`src/rtl/multicycle_control_unit.sv`:
```
// Multi-cycle FETCH/DECODE/EXEC/MEM/WB control sequencer for the RISC core.
// Define CU_STACK_EN to enable JAL push, RET pop and stop_bit returns through the stack.
module multicycle_control_unit #(
  parameter int unsigned FUNC_W      = 5,
  parameter int unsigned OP_W        = 2,
  parameter int unsigned ALUOP_W     = 4,
  parameter int unsigned MEM_TIMEOUT = 15
) (
  input  logic               clk,
  input  logic               reset,
  input  logic [OP_W-1:0]    op,
  input  logic [FUNC_W-1:0]  func,
  input  logic               stop_bit,
  input  logic               zero,
  input  logic               mem_ready,
  input  logic               stack_empty,
  output logic [1:0]         PCSrc,
  output logic               pc_wr,
  output logic               ir_wr,
  output logic               StackRd,
  output logic               StackWr,
  output logic               RegWr,
  output logic               RegSrc,
  output logic               ExtOp,
  output logic [ALUOP_W-1:0] ALUOp,
  output logic [1:0]         ALUSrc,
  output logic               MemRd,
  output logic               MemWr,
  output logic               WBData,
  output logic [2:0]         state,
  output logic               illegal,
  output logic               bus_err
);

  localparam int unsigned CNT_W = $clog2(MEM_TIMEOUT + 1);

  typedef enum logic [2:0] {
    S_FETCH  = 3'd0,
    S_DECODE = 3'd1,
    S_EXEC   = 3'd2,
    S_MEM    = 3'd3,
    S_WB     = 3'd4
  } state_t;

  typedef enum logic [4:0] {
    I_AND, I_ADD, I_SUB, I_CMP, I_J, I_JAL, I_RET, I_ANDI, I_ADDI,
    I_LW, I_SW, I_BEQ, I_SLL, I_SRL, I_SLLV, I_SRLV, I_ILL
  } ins_t;

  state_t           r_state;
  ins_t             r_ins;
  logic             r_stop;
  logic [CNT_W-1:0] r_wait;
  ins_t             w_dec_ins;
  logic             w_stop;
  logic             w_timeout;
  logic             w_fin;
  logic [1:0]       w_sel;

  // Map raw IR fields onto one instruction code; anything undefined is I_ILL.
  function automatic ins_t classify(input logic [OP_W-1:0] o, input logic [FUNC_W-1:0] f);
    ins_t r;
    r = I_ILL;
    if ((o >> 2) == '0) begin
      case (o[1:0])
        2'd0: case (f)
          FUNC_W'(0): r = I_AND;
          FUNC_W'(1): r = I_ADD;
          FUNC_W'(2): r = I_SUB;
          FUNC_W'(3): r = I_CMP;
          default:    r = I_ILL;
        endcase
        2'd1: case (f)
          FUNC_W'(0): r = I_J;
`ifdef CU_STACK_EN
          FUNC_W'(1): r = I_JAL;
          FUNC_W'(2): r = I_RET;
`else
          FUNC_W'(1): r = I_J;
`endif
          default:    r = I_ILL;
        endcase
        2'd2: case (f)
          FUNC_W'(0): r = I_ANDI;
          FUNC_W'(1): r = I_ADDI;
          FUNC_W'(2): r = I_LW;
          FUNC_W'(3): r = I_SW;
          FUNC_W'(4): r = I_BEQ;
          default:    r = I_ILL;
        endcase
        default: case (f)
          FUNC_W'(0): r = I_SLL;
          FUNC_W'(1): r = I_SRL;
          FUNC_W'(2): r = I_SLLV;
          FUNC_W'(3): r = I_SRLV;
          default:    r = I_ILL;
        endcase
      endcase
    end
    return r;
  endfunction

  assign w_dec_ins = classify(op, func);
  assign w_timeout = (r_wait == CNT_W'(MEM_TIMEOUT));
  assign state     = r_state;

`ifdef CU_STACK_EN
  assign w_stop = stop_bit;
`else
  logic w_unused;
  assign w_stop   = 1'b0;
  assign w_unused = stop_bit;
`endif

  always_ff @(posedge clk or negedge reset) begin
    if (!reset) begin
      r_state <= S_FETCH;
      r_ins   <= I_ILL;
      r_stop  <= 1'b0;
      r_wait  <= '0;
    end else begin
      case (r_state)
        S_FETCH: r_state <= S_DECODE;
        S_DECODE: begin
          r_ins  <= w_dec_ins;
          r_stop <= w_stop;
          case (w_dec_ins)
            I_J, I_JAL, I_RET, I_ILL: r_state <= S_FETCH;
            default:                  r_state <= S_EXEC;
          endcase
        end
        S_EXEC: begin
          r_wait <= '0;
          case (r_ins)
            I_LW, I_SW: r_state <= S_MEM;
            I_BEQ:      r_state <= S_FETCH;
            default:    r_state <= S_WB;
          endcase
        end
        S_MEM: begin
          if (mem_ready)      r_state <= (r_ins == I_LW) ? S_WB : S_FETCH;
          else if (w_timeout) r_state <= S_FETCH;
          else                r_wait  <= r_wait + CNT_W'(1);
        end
        default: r_state <= S_FETCH;
      endcase
    end
  end

  always_comb begin
    ir_wr   = 1'b0;
    pc_wr   = 1'b0;
    PCSrc   = 2'b00;
    StackRd = 1'b0;
    StackWr = 1'b0;
    RegWr   = 1'b0;
    RegSrc  = 1'b0;
    ExtOp   = 1'b0;
    ALUOp   = '0;
    ALUSrc  = 2'b00;
    MemRd   = 1'b0;
    MemWr   = 1'b0;
    WBData  = 1'b0;
    illegal = 1'b0;
    bus_err = 1'b0;
    w_fin   = 1'b0;
    w_sel   = 2'b00;
    // Datapath selects track the latched instruction from EXEC onward.
    if (r_state == S_EXEC || r_state == S_MEM || r_state == S_WB) begin
      case (r_ins)
        I_AND:        ALUOp = ALUOP_W'(2);
        I_SUB, I_CMP: ALUOp = ALUOP_W'(1);
        I_ANDI:       begin ALUOp = ALUOP_W'(2); ALUSrc = 2'b01; end
        I_ADDI, I_LW: begin ALUSrc = 2'b01; ExtOp = 1'b1; end
        I_SW:         begin ALUSrc = 2'b01; ExtOp = 1'b1; RegSrc = 1'b1; end
        I_BEQ:        begin ALUOp = ALUOP_W'(1); ExtOp = 1'b1; RegSrc = 1'b1; end
        I_SLL:        begin ALUOp = ALUOP_W'(3); ALUSrc = 2'b10; end
        I_SRL:        begin ALUOp = ALUOP_W'(4); ALUSrc = 2'b10; end
        I_SLLV:       ALUOp = ALUOP_W'(3);
        I_SRLV:       ALUOp = ALUOP_W'(4);
        default:      ;
      endcase
    end
    case (r_state)
      S_FETCH: ir_wr = 1'b1;
      S_DECODE: begin
        case (w_dec_ins)
          I_J:   begin pc_wr = 1'b1; PCSrc = 2'b10; end
          I_JAL: begin pc_wr = 1'b1; PCSrc = 2'b10; StackWr = 1'b1; end
          I_RET: begin
            pc_wr = 1'b1;
            if (stack_empty) illegal = 1'b1;
            else begin PCSrc = 2'b11; StackRd = 1'b1; end
          end
          I_ILL: begin pc_wr = 1'b1; illegal = 1'b1; end
          default: ;
        endcase
      end
      S_EXEC: begin
        if (r_ins == I_BEQ) begin
          w_fin = 1'b1;
          w_sel = zero ? 2'b01 : 2'b00;
        end
      end
      S_MEM: begin
        // A ready in the timeout cycle still completes the access.
        if (mem_ready || !w_timeout) begin
          MemRd = (r_ins == I_LW);
          MemWr = (r_ins == I_SW);
        end
        if (mem_ready && r_ins == I_SW) w_fin = 1'b1;
        if (!mem_ready && w_timeout) begin
          bus_err = 1'b1;
          pc_wr   = 1'b1;
        end
      end
      S_WB: begin
        RegWr  = (r_ins != I_CMP);
        WBData = (r_ins == I_LW);
        w_fin  = 1'b1;
      end
      default: ;
    endcase
    if (w_fin) begin
      pc_wr = 1'b1;
      if (r_stop) begin
        if (stack_empty) illegal = 1'b1;
        else begin PCSrc = 2'b11; StackRd = 1'b1; end
      end else begin
        PCSrc = w_sel;
      end
    end
`ifndef CU_STACK_EN
    StackRd = 1'b0;
    StackWr = 1'b0;
`endif
  end

endmodule

```
`config.mk`:
```
export PLATFORM = sky130hd
export DESIGN_NAME = multicycle_control_unit
export DESIGN_NICKNAME = d
export VERILOG_FILES = /design/src/rtl/multicycle_control_unit.sv
export SDC_FILE = /design/constraint.sdc
export NUM_CORES = 1
export LEC_CHECK = 0
export BUFFER_PORTS_ARGS = -buffer_cell sky130_fd_sc_hd__buf_2
export CAP_MARGIN = 20
export CORE_MARGIN = 2
export CORE_UTILIZATION = 46
export DETAILED_ROUTE_END_ITERATION = 12
export PLACE_DENSITY = 0.74
export SLEW_MARGIN = 20
export SYNTH_ARGS = -nofsm -noshare
export SYNTH_HDL_FRONTEND = slang
export SYNTH_SLANG_ARGS = --single-unit
```
`constraint.sdc`:
```
create_clock -name clk -period 2 [get_ports clk]
set_input_delay 0 -clock clk [delete_from_list [all_inputs] [get_ports clk]]
set_output_delay 0 -clock clk [all_outputs]
set_load 0.01 [all_outputs]
```
==> metrics.cfg <==
[run_status]
status=completed

[drt]
ant_nets=0
first_pass_iters=4
routedWlPerCell_um=13.4
drt_wl_total_um=2570
remaining_drc_errors=0
drt_iter0_markers=31
post_drt_via_cell_ratio=5.73
vias=1100

[synth]
syn_inst=138
synth.yosys.seq_area_share_pct=29.1
syn_area_um2=1040
synth_edf_count=0
yosysWarnings=0
synthTopCellsByCount=14 x nor2_1, 13 x nand2_1, 11 x dfrtp_1, 9 x a21oi_1, 8 x nor3_1
yosysMostFrequentCell=nor2_1
synthFlopType=dfrtp_1
syn_area_per_cell_um2=7.51
ys_seq_elements=12
synthTopCellsByArea=dfrtp_1 27%, nor2_1 5.1%, nand2_1 4.7%
synth_largest_area_cell=dfrtp_1
async_reset_ff_share_pct=100
synth_top_cell_area_share_pct=26.6
yosysUniqueCellTypes=44

[sta]
hold_viol_final=0
final_max_slew_viol_count=0
post-route-period-util_pct=90.4
skew_ns=0.00153
setup_violations=0
rsz0062_at_grt=no
min_period_ns=1.81
max_freq_mhz=553
worst_slack_ns=0.191
fin_setup_tns_ns=0

[power]
power.density_nw_per_um2=949
max-vdd-ir-drop_mv=0.587
leakage_nw=0.573

[floorplan]
fp.coreArea_um2=2170
initial_core_util_pct=47.8
die_w_um=51.5
die_h_um=51.5
rows=17
num_io_pins=36
die_area_um2=2650

[grt]
grt_usage_pct=21.5
grt_pass1_wl_um=4340
grt_pass1_vias=978
grt_overflow_total=0
grt_max_degree=20
antenna_found_initial=0

[critical_path]
critPathRequiredTime_ns=2.00
critPathKind=flop to primary output
critPathMaxFanout=10
endpoint_kind=primary output
cp.arrival_ns=1.81
start_kind=flop

[finish]
ff_latch_area_um2=302
diodes=0
drive_gt1_share_pct=25.0
nNetsFinal=179
fill_cells=209
area_delta_synth_final_pct=18.2
multiInputGateArea_um2=658

[clocking]
clock_latency_ns=0.28
htreeDepth=1
post_cts_buffers=0
clk_pin_slew_ns=0.08
cts_buffers=3
cts_tree=built
cts_sinks=12
cts-root-buf=clkbuf_4
cts_buffer_depth=2

[place]
pre_cts_ws_ns=0.403
place_hpwl_um=1970
portBuffers=30
place_congestion=0.878

[hold_path]
hold_class=input pin to flop

[run]
max_cap_viol_count=0

[cells by family after synthesis]
group | synth area share, %
and+or+nand+nor | 35.4
buffers and inverters | 8.82
xor gates and xnor gates | 2.54
muxes | 0.966
other | 0.362
adders and majority gates | 1.21
AOI/OAI and AO/OA | 21.6
DFF | 29.1
[cells in the final DEF (no fill, tap or decap), types with 2 or more instances in the layout]
| cell type | instances |
|---|---|
| buf_2 | 30 |
| nor2_1 | 14 |
| nand2_1 | 13 |
| dfrtp_1 | 11 |
| a21oi_1 | 9 |
| nor3_1 | 7 |
| o21ai_0 | 6 |
| nor4_1 | 6 |
| nand2b_1 | 5 |
| inv_1 | 5 |
| nand3_1 | 4 |
| a31oi_1 | 4 |
| a22o_1 | 3 |
| conb_1 | 3 |
| clkbuf_4 | 3 |
| nor2b_1 | 2 |
| or4_1 | 2 |
| a21o_1 | 2 |
| nor3b_1 | 2 |
| nand3b_1 | 2 |
| xor2_1 | 2 |
| nand4_1 | 2 |
| o211ai_1 | 2 |
| buf_4 | 2 |
[final timing paths]
| kind | cells after the start | slack (ns) | from | to |
|---|---|---|---|---|
| setup / recovery | 4 | 0.19 | state[2] | PCSrc[1] |
| hold / removal | 3 | 0.09 | func[4] | r_ins[3] |
| setup reg to reg | 4 | 0.37 | state[2] | r_ins[1] |
| hold reg to reg | 2 | 0.53 | r_ins[4] | r_ins[4] |
| max in group asynchronous | 2 | 1.61 | reset | r_ins[4] |
| min in group asynchronous | 2 | 0.12 | reset | r_wait[0] |
[power by group]
part / internal (W) / switching (W) / leakage (nW)
Clock: 0.000111 / 0.0000862 / 0.0210
Sequential: 0.000317 / 0.000104 / 0.151
Combinational: 0.000235 / 0.000310 / 0.401
Total: 0.000663 / 0.000500 / 0.573
[per-layer routing]
metal | vias up | part of all wire, % | global-route usage, %
met2 | 34 | 51 | 35.9
met5 | - | 0 | 0
met1 | 507 | 42 | 27.2
li1 | 552 | - | -
met4 | 0 | 2.1 | 10.5
met3 | 7 | 4.7 | 2.63
[cell type report]
cell class / instances / area share, %
clock buffer: 4 / 2.96
inverter: 5 / 1.53
multi-input combinational: 110 / 53.7
sequential: 12 / 24.6
tap: 28 / 2.86
timing repair buffer: 33 / 14.3
[state kept, by name, indices dropped and copies added, names as in the netlist]
signal  cells
r_wait      4
state       3
r_ins       5
[critical path: stages, from the launching register on]
cell and delay, ns:
dfrtp_1 0.45, or3b_1 0.55, nor3_2 0.19, and4_1 0.21, buf_2 0.13
[timing repair]
| action | in CTS | in global routing |
|---|---|---|
| endpoints found under the hold margin | 12 | 0 |
| resized for setup | 0 | 2 |
| endpoints found under the setup margin | 0 | 3 |
| hold buffers | 1 | 0 |
[stage by stage]
step / hold slack, ns / std cells / area, um2 / total power, W / util, %
2_1_floorplan: -0.296 / 140 / 1040 / 0.000836 / -
3_3_place_gp: -0.114 / 187 / 1170 / 0.000936 / 54.0
3_5_place_dp: -0.110 / 187 / 1170 / 0.000964 / 54.0
4_1_cts: 0.0760 / 192 / 1220 / 0.00116 / 56.1
5_1_grt: 0.123 / 192 / 1220 / 0.00127 / 56.5
6_report: 0.0907 / 192 / 1220 / 0.00116 / 56.5
Power figures use the tool's default switching activity.
